File: src/rtl/gf_pkg.sv
// rtl/gf_pkg.sv - shared GF(2^m) state encoding and grade helper for the multiply/reduce stages
package gf_pkg;

    typedef enum logic [1:0] {
        IDLE = 2'd0,
        MUL  = 2'd1,
        DONE = 2'd2
    } gf_state_t;

    function automatic int unsigned gf_clamp_grade(input int unsigned grade,
                                                   input int unsigned max_grade);
        return (grade > max_grade) ? max_grade : grade;
    endfunction

endpackage

File: src/rtl/cl_add.sv
// rtl/cl_add.sv - carry-less (XOR) adder for GF(2) polynomials
module cl_add #(
    parameter int W = 8
) (
    input  logic [W-1:0] a,
    input  logic [W-1:0] b,
    output logic [W-1:0] sum
);

    assign sum = a ^ b;

endmodule

File: src/rtl/gf_mult_seq.sv
// rtl/gf_mult_seq.sv - sequential shift-and-add carry-less multiplier, GF_MULT_EARLY_EXIT_EN stops once the multiplier empties
module gf_mult_seq
    import gf_pkg::*;
#(
    parameter  int DATA_WIDTH = 4,
    localparam int GW         = $clog2(DATA_WIDTH) + 1,
    localparam int PW         = 2 * DATA_WIDTH
) (
    input  logic                  clk,
    input  logic                  rst_n,
    input  logic                  op_start,
    input  logic [GW-1:0]         polyn_grade,
    input  logic [DATA_WIDTH-1:0] a,
    input  logic [DATA_WIDTH-1:0] b,
    output logic [PW-1:0]         product,
    output logic                  busy,
    output logic                  op_finish
);

    gf_state_t             state;
    gf_state_t             state_next;
    logic                  accept;
    logic                  exit_mul;
    logic                  last_iter;

    logic [GW-1:0]         g_clamp;
    logic [GW-1:0]         g_iter;
    logic [GW-1:0]         count;
    logic [DATA_WIDTH-1:0] op_mask;

    logic [PW-1:0]         a_sh;
    logic [DATA_WIDTH-1:0] b_sh;
    logic [DATA_WIDTH-1:0] b_next;
    logic [PW-1:0]         addend;
    logic [PW-1:0]         product_next;

    // Grade 0 still runs one (empty) iteration so DONE is always reached.
    always_comb begin
        g_clamp = GW'(gf_clamp_grade(32'(polyn_grade), DATA_WIDTH));
        g_iter  = (g_clamp == '0) ? GW'(1) : g_clamp;
        op_mask = '0;
        for (int i = 0; i < DATA_WIDTH; i++) begin
            op_mask[i] = (i < int'(g_clamp));
        end
    end

    assign b_next    = b_sh >> 1;
    assign last_iter = (count == g_iter - GW'(1));
    assign addend    = b_sh[0] ? a_sh : '0;

`ifdef GF_MULT_EARLY_EXIT_EN
    assign exit_mul = last_iter || (b_next == '0);
`else
    assign exit_mul = last_iter;
`endif

    cl_add #(
        .W(PW)
    ) u_cl_add (
        .a  (product),
        .b  (addend),
        .sum(product_next)
    );

    always_comb begin
        state_next = state;
        accept     = 1'b0;
        case (state)
            IDLE, DONE: begin
                if (op_start) begin
                    accept     = 1'b1;
                    state_next = MUL;
                end
            end
            MUL: begin
                if (exit_mul) begin
                    state_next = DONE;
                end
            end
            default: state_next = IDLE;
        endcase
    end

    always_ff @(posedge clk) begin
        if (!rst_n) begin
            state   <= IDLE;
            product <= '0;
            a_sh    <= '0;
            b_sh    <= '0;
            count   <= '0;
        end else begin
            state <= state_next;
            if (accept) begin
                a_sh    <= PW'(a & op_mask);
                b_sh    <= b & op_mask;
                product <= '0;
                count   <= '0;
            end else if (state == MUL) begin
                product <= product_next;
                a_sh    <= a_sh << 1;
                b_sh    <= b_next;
                count   <= count + GW'(1);
            end
        end
    end

    assign busy      = (state == MUL);
    assign op_finish = (state == DONE);

endmodule

File: config.mk
export PLATFORM = sky130hd
export DESIGN_NAME = gf_mult_seq
export DESIGN_NICKNAME = d
export VERILOG_FILES = /design/src/rtl/gf_pkg.sv /design/src/rtl/cl_add.sv /design/src/rtl/gf_mult_seq.sv
export SDC_FILE = /design/constraint.sdc
export NUM_CORES = 1
export LEC_CHECK = 0
export CAP_MARGIN = 20
export CORE_MARGIN = 3
export CORE_UTILIZATION = 53
export DETAILED_ROUTE_END_ITERATION = 6
export GPL_TIMING_DRIVEN = 1
export PLACE_DENSITY = 0.83
export SETUP_SLACK_MARGIN = 0.02
export SYNTH_ARGS = -nofsm -noshare
export SYNTH_HDL_FRONTEND = slang
export SYNTH_SLANG_ARGS = --single-unit
File: constraint.sdc
create_clock -name clk -period 3.7 [get_ports clk]
set_input_delay 0.37 -clock clk [delete_from_list [all_inputs] [get_ports clk]]
set_output_delay 0.37 -clock clk [all_outputs]
set_load 0.01 [all_outputs]
-- Word level (Yosys, flattened, before mapping)
Index checks and enable logic that the tools add are counted.
- $lt $le $gt $ge: 5
- equality and inequality tests: 5
- multiplexer cells: 12
- $add $sub $neg: 2
- bitwise logic cells: 4
- reductions and logical operators: 6
- operator list (kind ; count):
    $mux 8 ; 3
    $and 4x4->4 ; 2
    $mux 4 ; 2
    $xor 8x8->8 ; 1
    $lt 1x3->1 const A ; 2
    $lt 2x3->1 const A ; 2
    $mux 3 ; 2
    $mux 2 ; 2
    $pmux 2 s2 ; 1
    $reduce_or 2->1 ; 2
    $add 3x1->3 const B ; 1
    $eq 3x3->1 ; 1
    $gt 3x3->1 const B ; 1
    $logic_not 3->1 ; 1
    $sub 3x1->3 const B ; 1
    $eq 2x1->1 const B ; 1
    $eq 2x2->1 const B ; 1
    $logic_not 2->1 ; 1
    $mux 1 ; 2
    $ne 2x1->1 const B ; 1
    $ne 2x2->1 const B ; 1
    $reduce_and 2->1 ; 1
    $reduce_bool 2->1 ; 1
    $not 1->1 ; 1
- input port bits: 14
- register bits after elaboration: 25
- word-level logic and storage cells: 39
- output and inout port bits: 10

-- Logic depth before layout (Yosys ltp)
Gate-level depths: netlist of the first run.
- depth in word-level cells: 8
- gate-level depth with buffers: 7
- depth with buffers taken out: 7

-- By module
From an unflattened synthesis of the first run, not the netlist that was laid out.
- cell total of the unflattened synthesis: 147
- area total of the unflattened synthesis: 1213.7 um2
- modules (own cells, without submodules) (module ; cells an instance ; area each (um2) ; instances ; sequential area each (um2)):
    gf_mult_seq ; 139 ; 1143.6 ; 1 ; 500.5
    cl_add ; 8 ; 70.1 ; 1 ; 0.0

-- Worst setup path after synthesis of the first run
No wires, ideal clock.
- path kind: input to register
- start point: input port polyn_grade[2]
- end point: register state[1]
- data required time: 3.583 ns
- arrival: 1.612 ns
- buffers on the path: 1
- setup time: 0.117 ns
- slack: 1.970 ns
- stages: 7
- cells stage by stage: buf_2 -> or2_2 -> ha_1 -> xnor2_1 -> xnor2_1 -> a211oi_2 -> a32o_2
- cells in the longest elaborated chain, start to end: 8
- RTL lines (item ; RTL line ; source):
    from (decl) ; gf_mult_seq.sv:12 ; input logic [GW-1:0] polyn_grade,
    $gt 3x3->1 ; gf_pkg.sv:12 ; return (grade > max_grade) ? max_grade : grade;
    $mux 3 (*) ; gf_pkg.sv:12 ;
    $logic_not 3->1 ; gf_mult_seq.sv:40 ; g_iter = (g_clamp == '0) ? GW'(1) : g_clamp;
    $mux 3 (*) ; gf_mult_seq.sv:40 ;
    $sub 3x1->3 (*) ; gf_mult_seq.sv:48 ; assign last_iter = (count == g_iter - GW'(1));
    $eq 3x3->1 (*) ; gf_mult_seq.sv:48 ;
    $ne 2x1->1 (no source line) (*) ; n/a ;
    $reduce_and 2->1 (no source line) (*) ; n/a ;
    to (signal assigned) ; gf_mult_seq.sv:92 ; state <= state_next;
    to (decl) ; gf_mult_seq.sv:20 ; gf_state_t state;
Every way passes the cells marked *; elsewhere a longest branch is shown, timed or not.
A chain may end at the register's enable or synchronous reset.

-- Worst setup path after layout of the first run
- start point: register state[0]
- end point: output port busy
- cells in the longest elaborated chain, start to end: 1
- RTL lines (item ; RTL line ; source):
    $eq 2x1->1 ; gf_mult_seq.sv:107 ; assign busy = (state == MUL);
    to (decl) ; gf_mult_seq.sv:16 ; output logic busy,
No other way between the ends.

==> flow_summary.yaml, run 1 <==
timing:
  grt_setup_unrepaired: "no"
  setup_violations: 0
  fin_setup_tns_ns: 0
  tightest_slew_ns: 0.5579
  slew_viol_final: 0
  max_freq_mhz: 453.7
  fin_crit_sh_pct: 59.57
  period_minus_slack_ns: 2.204
  finalHoldViolations: 0
  slew_headroom_pct: 62.73
  skew_ns: 0.002471
  setup_ws_ns: 1.496
cts:
  cts-root-buf: "clkbuf_4"
  cts_tree: "built"
  cts_resized: 0
  post_cts.repair.setup_buffers: 0
  cts.sinks: 25
  clock_latency_ns: 0.31
  cts_hold_buffers: 0
  numCtsBuffers: 3
  cts_max_level: 1
  clock_path_buffers: 2
  cts.clk_slew.worst_paths_ns: 0.13
drt:
  first_iter_violations: 29
  num_vias: 935
  post-route-drc-count: 0
  dr.pass1.iters: 4
  wl_per_cell_um: 12.89
  ant_nets: 0
  via_per_inst: 5.282
  routed_wl_mm: 2.281
cells_and_area:
  final_layout_size_suffix_gt1_share_pct: 7.333
  nFillCells: 153
  insertedDiodeCount: 0
  area_growth_pct: 22.39
  post-route-util_pct: 69.70
  fin_nets: 167
  final_area_sq_mm: 0.001381
power_and_ir_drop:
  internal-power_w: 0.0003604
  power_frac_comb_pct: 17.7
  p_sw_share_pct: 27.40
  p_sw_w: 0.0001360
  leakage_nw: 0.4952
  clkPwrFrac_pct: 23.9
  p_per_area_mw_per_mm2: 359.4
  power.total_w: 0.0004964
  peakVddDrop_mv: 0.2466
  pwr-share-seq_pct: 58.4
global_routing:
  globalRoute.busiestLayer: "met2"
  grt_pass1_vias: 842
  use_met3_pct: 3.438
  met2_usage_pct: 28.87
  antenna_found_initial: 0
  grt_pass1_wl_mm: 3.815
  use_met1_pct: 26.65
  grt_max_degree: 18
  track_usage_pct: 19.06
  grt_overflow: 0
floorplanning:
  rows: 16
  core_area_sq_mm: 0.001982
  die_h_um: 52.15
  die_area_sq_mm: 0.002719
  ioPinCount: 24
  die_w_um: 52.15
  start_util_pct: 56.94
place:
  routabilityCongestion: 0.7919
  dp.final_hpwl_mm: 1.677
  io_buffers: 23
  placed_area_sq_mm: 0.001354
  preCtsSetupSlack_ns: 1.369
yosys:
  yosysSeqAreaShare_pct: 44.35
  ys_types: 28
  async_flop_share_pct: 0
  syn-num-nets: 147
  avgSynthCellArea_sq_um: 8.615
  netlist_area_sq_mm: 0.001129
  syn_inst: 131
  ys_ff_latch: 25
  ys_warn_count: 0
  synth_edf_count: 0
  synth_flop_cell: "dfxtp_1"
setup_path:
  worstPathMaxFanout: 14
  startpoint_type: "register"
  endpoint_kind: "output port"
  ff2ff_setup_slack_ns: 2.19
  critPathArrivalTime_ns: 1.83
  critPathRequiredTime_ns: 3.33
  crit_type: "reg -> out"
min_path:
  hp-class: "reg -> reg"
status:
  status: "finished clean"
run:
  cap_violations: 0
==> power by group through the flow <==
stage	clock network, W	registers [W]	logic, W
2_1_floorplan	0	0.000293	0.0000607
3_3_place_gp	0	0.000295	0.0000855
3_5_place_dp	0	0.000295	0.0000875
4_1_cts	0.000125	0.000290	0.0000877
5_1_grt	0.000134	0.000291	0.0000977
6_report	0.000119	0.000290	0.0000879
==> cells in the mapped netlist (all sizes together), types with 2 or more instances <==
cell / number / area [sq um]
ha: 2 / 25.02
a22oi: 4 / 30.03
xnor2: 4 / 35.03
clkbuf: 3 / 11.26
a21oi: 7 / 35.03
nand2b: 2 / 12.51
dfxtp: 25 / 500.5
or3: 2 / 13.77
o21ai: 8 / 40.04
xor2: 9 / 78.83
o21a: 2 / 15.01
a32oi: 3 / 26.28
nand2: 22 / 82.58
nor2: 15 / 58.81
nor2b: 10 / 70.06
buf: 5 / 27.53
==> final timing paths <==
| kind | from | to | cells past startpoint |
|---|---|---|---|
| worst max register to register | state[1] | a_sh[3] | 5 |
| worst min-delay path | count[1] | count[1] | 2 |
| worst max-delay path | state[0] | busy | 3 |
| worst min register to register | count[1] | count[1] | 2 |
==> logic make-up after synthesis <==
family,share of synthesized area (%)
buf+inv,3.769
flops,44.35
simple gates,23.06
fa+ha+maj,2.217
compound gates,16.52
xor+xnor,10.09
==> layout by cell type (no fill, tap or decap), types with 2 or more instances in the layout <==
cell / count
dfxtp_1: 25
clkdlybuf4s50_1: 23
nand2_1: 22
nor2_1: 14
nor2b_1: 9
xor2_1: 9
o21ai_0: 8
a21oi_1: 7
xnor2_1: 4
a22oi_1: 4
a32oi_1: 3
clkbuf_4: 3
nand2b_1: 2
o21a_1: 2
ha_1: 2
==> critical path: stages (launching register included) <==
cell	delay [ns]
dfxtp_1	0.41
nand2b_1	0.22
inv_2	0.30
clkdlybuf4s50_1	0.59
==> metal layers <==
metal	wire length [um]	vias up
met3	106	2
met2	1057	26
met1	1104	435
met5	0	-
met4	13	0
li1	-	472
==> layout make-up <==
class	instances	area, sq um	share of cell area, %
repair buffers	23	230.2	16.67
clock inverters	1	5.005	0.3623
clock buffers	3	22.52	1.630
flip-flops and latches	25	500.5	36.23
multi-input cells	97	585.6	42.39
well taps	27	33.78	2.446
inverters	1	3.754	0.2717
==> state kept, by name (all words and copies together) (netlist names) <==
name and cells:
state 2, product 8, count 3, b_sh 4
a_sh 8
==> through the flow <==
step           instances  hold slack [ns]
6_report             177           0.5057
5_1_grt              177           0.5493
4_1_cts              177           0.5074
3_5_place_dp         173           0.4886
3_3_place_gp         173           0.4774
2_1_floorplan        131           0.4572
Note: power is estimated with default switching activity, not from simulation.
==> run 2, diff against run 1 <==
- CORE_UTILIZATION: 53 -> 44
- PLACE_DENSITY: 0.83 -> 0.73
- clock period: 3.7 -> 1.8 ns (I/O delays scaled with it)
==> flow_summary.yaml, run 2 (same netlist as run 1, synthesis figures left out) <==
status:
  status: "finished clean"
drt:
  routed_wl_mm: 2.480
  dr.pass1.iters: 4
  ant_nets: 0
  first_iter_violations: 20
  post-route-drc-count: 0
  num_vias: 984
  wl_per_cell_um: 13.19
  via_per_inst: 5.234
setup_path:
  critPathRequiredTime_ns: 2.08
  cp.depth: 8
  rr_worst_depth: 6
  crit_path_max_incr_delay_ns: 0.45
  cp_cell_sequence: "clkdlybuf4s50_1 > nor2b_4 > or2_2 > ha_1 > xnor2_1 > xnor2_1 > a211oi_2 > a32o_2"
  slowest_stage: "clkdlybuf4s50_1"
  critical-path-top-delay-family: "compound AO/OA/AOI/OAI gates"
  crit_type: "in -> reg"
  startpoint_type: "primary input"
  worstPathMaxFanout: 3
  path_common_cell: "xnor2_1"
  critPathArrivalTime_ns: 1.98
  worst-path-buf-inv: 1
  endpoint_kind: "register"
cts:
  cts.sinks: 25
  cts_tree: "built"
  cts_hold_buffers: 0
  post_cts.repair.setup_buffers: 0
  cts_resized: 0
  numCtsBuffers: 3
  cts_max_level: 1
  clock_path_buffers: 2
  cts.clk_slew.worst_paths_ns: 0.14
  clock_latency_ns: 0.33
  cts-root-buf: "clkbuf_4"
place:
  routabilityCongestion: 0.8567
  dp.final_hpwl_mm: 1.877
  io_buffers: 23
  dp.cells: 184
timing:
  slew_viol_final: 0
  slew_headroom_pct: 75.76
  skew_ns: 0.007158
  tightest_slew_ns: 0.3627
  fin_crit_sh_pct: 94.47
  finalHoldViolations: 0
  max_freq_mhz: 588.1
  grt_setup_unrepaired: "no"
  setup_violations: 0
  period_minus_slack_ns: 1.700
global_routing:
  grt_pass1_wl_mm: 4.229
  grt_overflow: 0
  grt_pass1_vias: 976
  grt_max_degree: 16
  track_usage_pct: 16.72
  antenna_found_initial: 0
floorplanning:
  die_h_um: 56.65
  rows: 17
  start_util_pct: 48.68
  core_area_sq_mm: 0.002318
  die_area_sq_mm: 0.003209
  ioPinCount: 24
  die_w_um: 56.65
cells_and_area:
  insertedDiodeCount: 0
  final_layout_size_suffix_gt1_share_pct: 13.13
  area_growth_pct: 29.38
  reg.largest.list: "a_sh (8), product (8), b_sh (4)"
  layout_commonest_cell: "dfxtp_1"
  fin_nets: 177
  layout.cells.non_filler: 188
  layout_common_cells: "dfxtp_1, clkdlybuf4s50_1, nand2_1"
min_path:
  min_path_cells: 3
  hp-class: "in -> reg"
power_and_ir_drop:
  peakVddDrop_mv: 0.5486
  power.total_w: 0.001067
  leakage_nw: 0.5400
  p_per_area_mw_per_mm2: 730.7
run:
  cap_violations: 0
## run 2: where the power goes
group          internal (W)  switching [W]
registers          0.000577      0.0000186
clock network     0.0000851       0.000179
logic              0.000101       0.000106
## run 2: final timing paths
path / from / slack (ns) / endpoint
min reg2reg: a_sh[3] / 0.50 / a_sh[3]
min: b[2] / 0.41 / b_sh[2]
max reg2reg: state[1] / 0.48 / a_sh[3]
max: polyn_grade[1] / 0.1 / state[1]
## run 2: stage by stage
stage / setup WS [ns] / hold slack [ns] / area [sq um] / setup TNS [ns] / util (%)
2_1_floorplan: 0.2604 / 0.3082 / 1129 / 0 / -
3_3_place_gp: -0.1726 / 0.4756 / 1430 / -0.3034 / 61.68
3_5_place_dp: -0.2529 / 0.4846 / 1430 / -0.4971 / 61.68
4_1_cts: 0.1017 / 0.4017 / 1460 / 0 / 62.98
5_1_grt: 0.05030 / 0.4153 / 1460 / 0 / 62.98
6_report: 0.09953 / 0.4140 / 1460 / 0 / 62.98
## run 2: area by class of cell
type | count | area (sq um)
multi-input cells | 97 | 585.6
flip-flops and latches | 25 | 500.5
inverters | 1 | 3.754
fillers | 203 | 858.3
clock inverters | 1 | 7.507
well taps | 28 | 35.03
clock buffers | 3 | 22.52
repair buffers | 33 | 305.3
## run 2: routing by layer
layer | vias up | global-route usage, % | share of wire [%]
li1 | 491 | - | -
met1 | 463 | 20.76 | 46
met2 | 28 | 28.55 | 48
met3 | 2 | 4.828 | 5.7
met4 | 0 | 3.390 | 0.73
met5 | - | 0 | 0
## run 2: tightest hold or removal path: stages
cell,delay [ns]
clkdlybuf4s50_1,0.40
nand2_1,0.06
a21oi_1,0.06
==> run 3, diff against run 2 <==
- GPL_ROUTABILITY_DRIVEN: not set -> 1
- GPL_TIMING_DRIVEN: 1 -> not set
==> results of run 3 <==
Same layout as run 2: the final DEF is identical, and so are final timing and power.
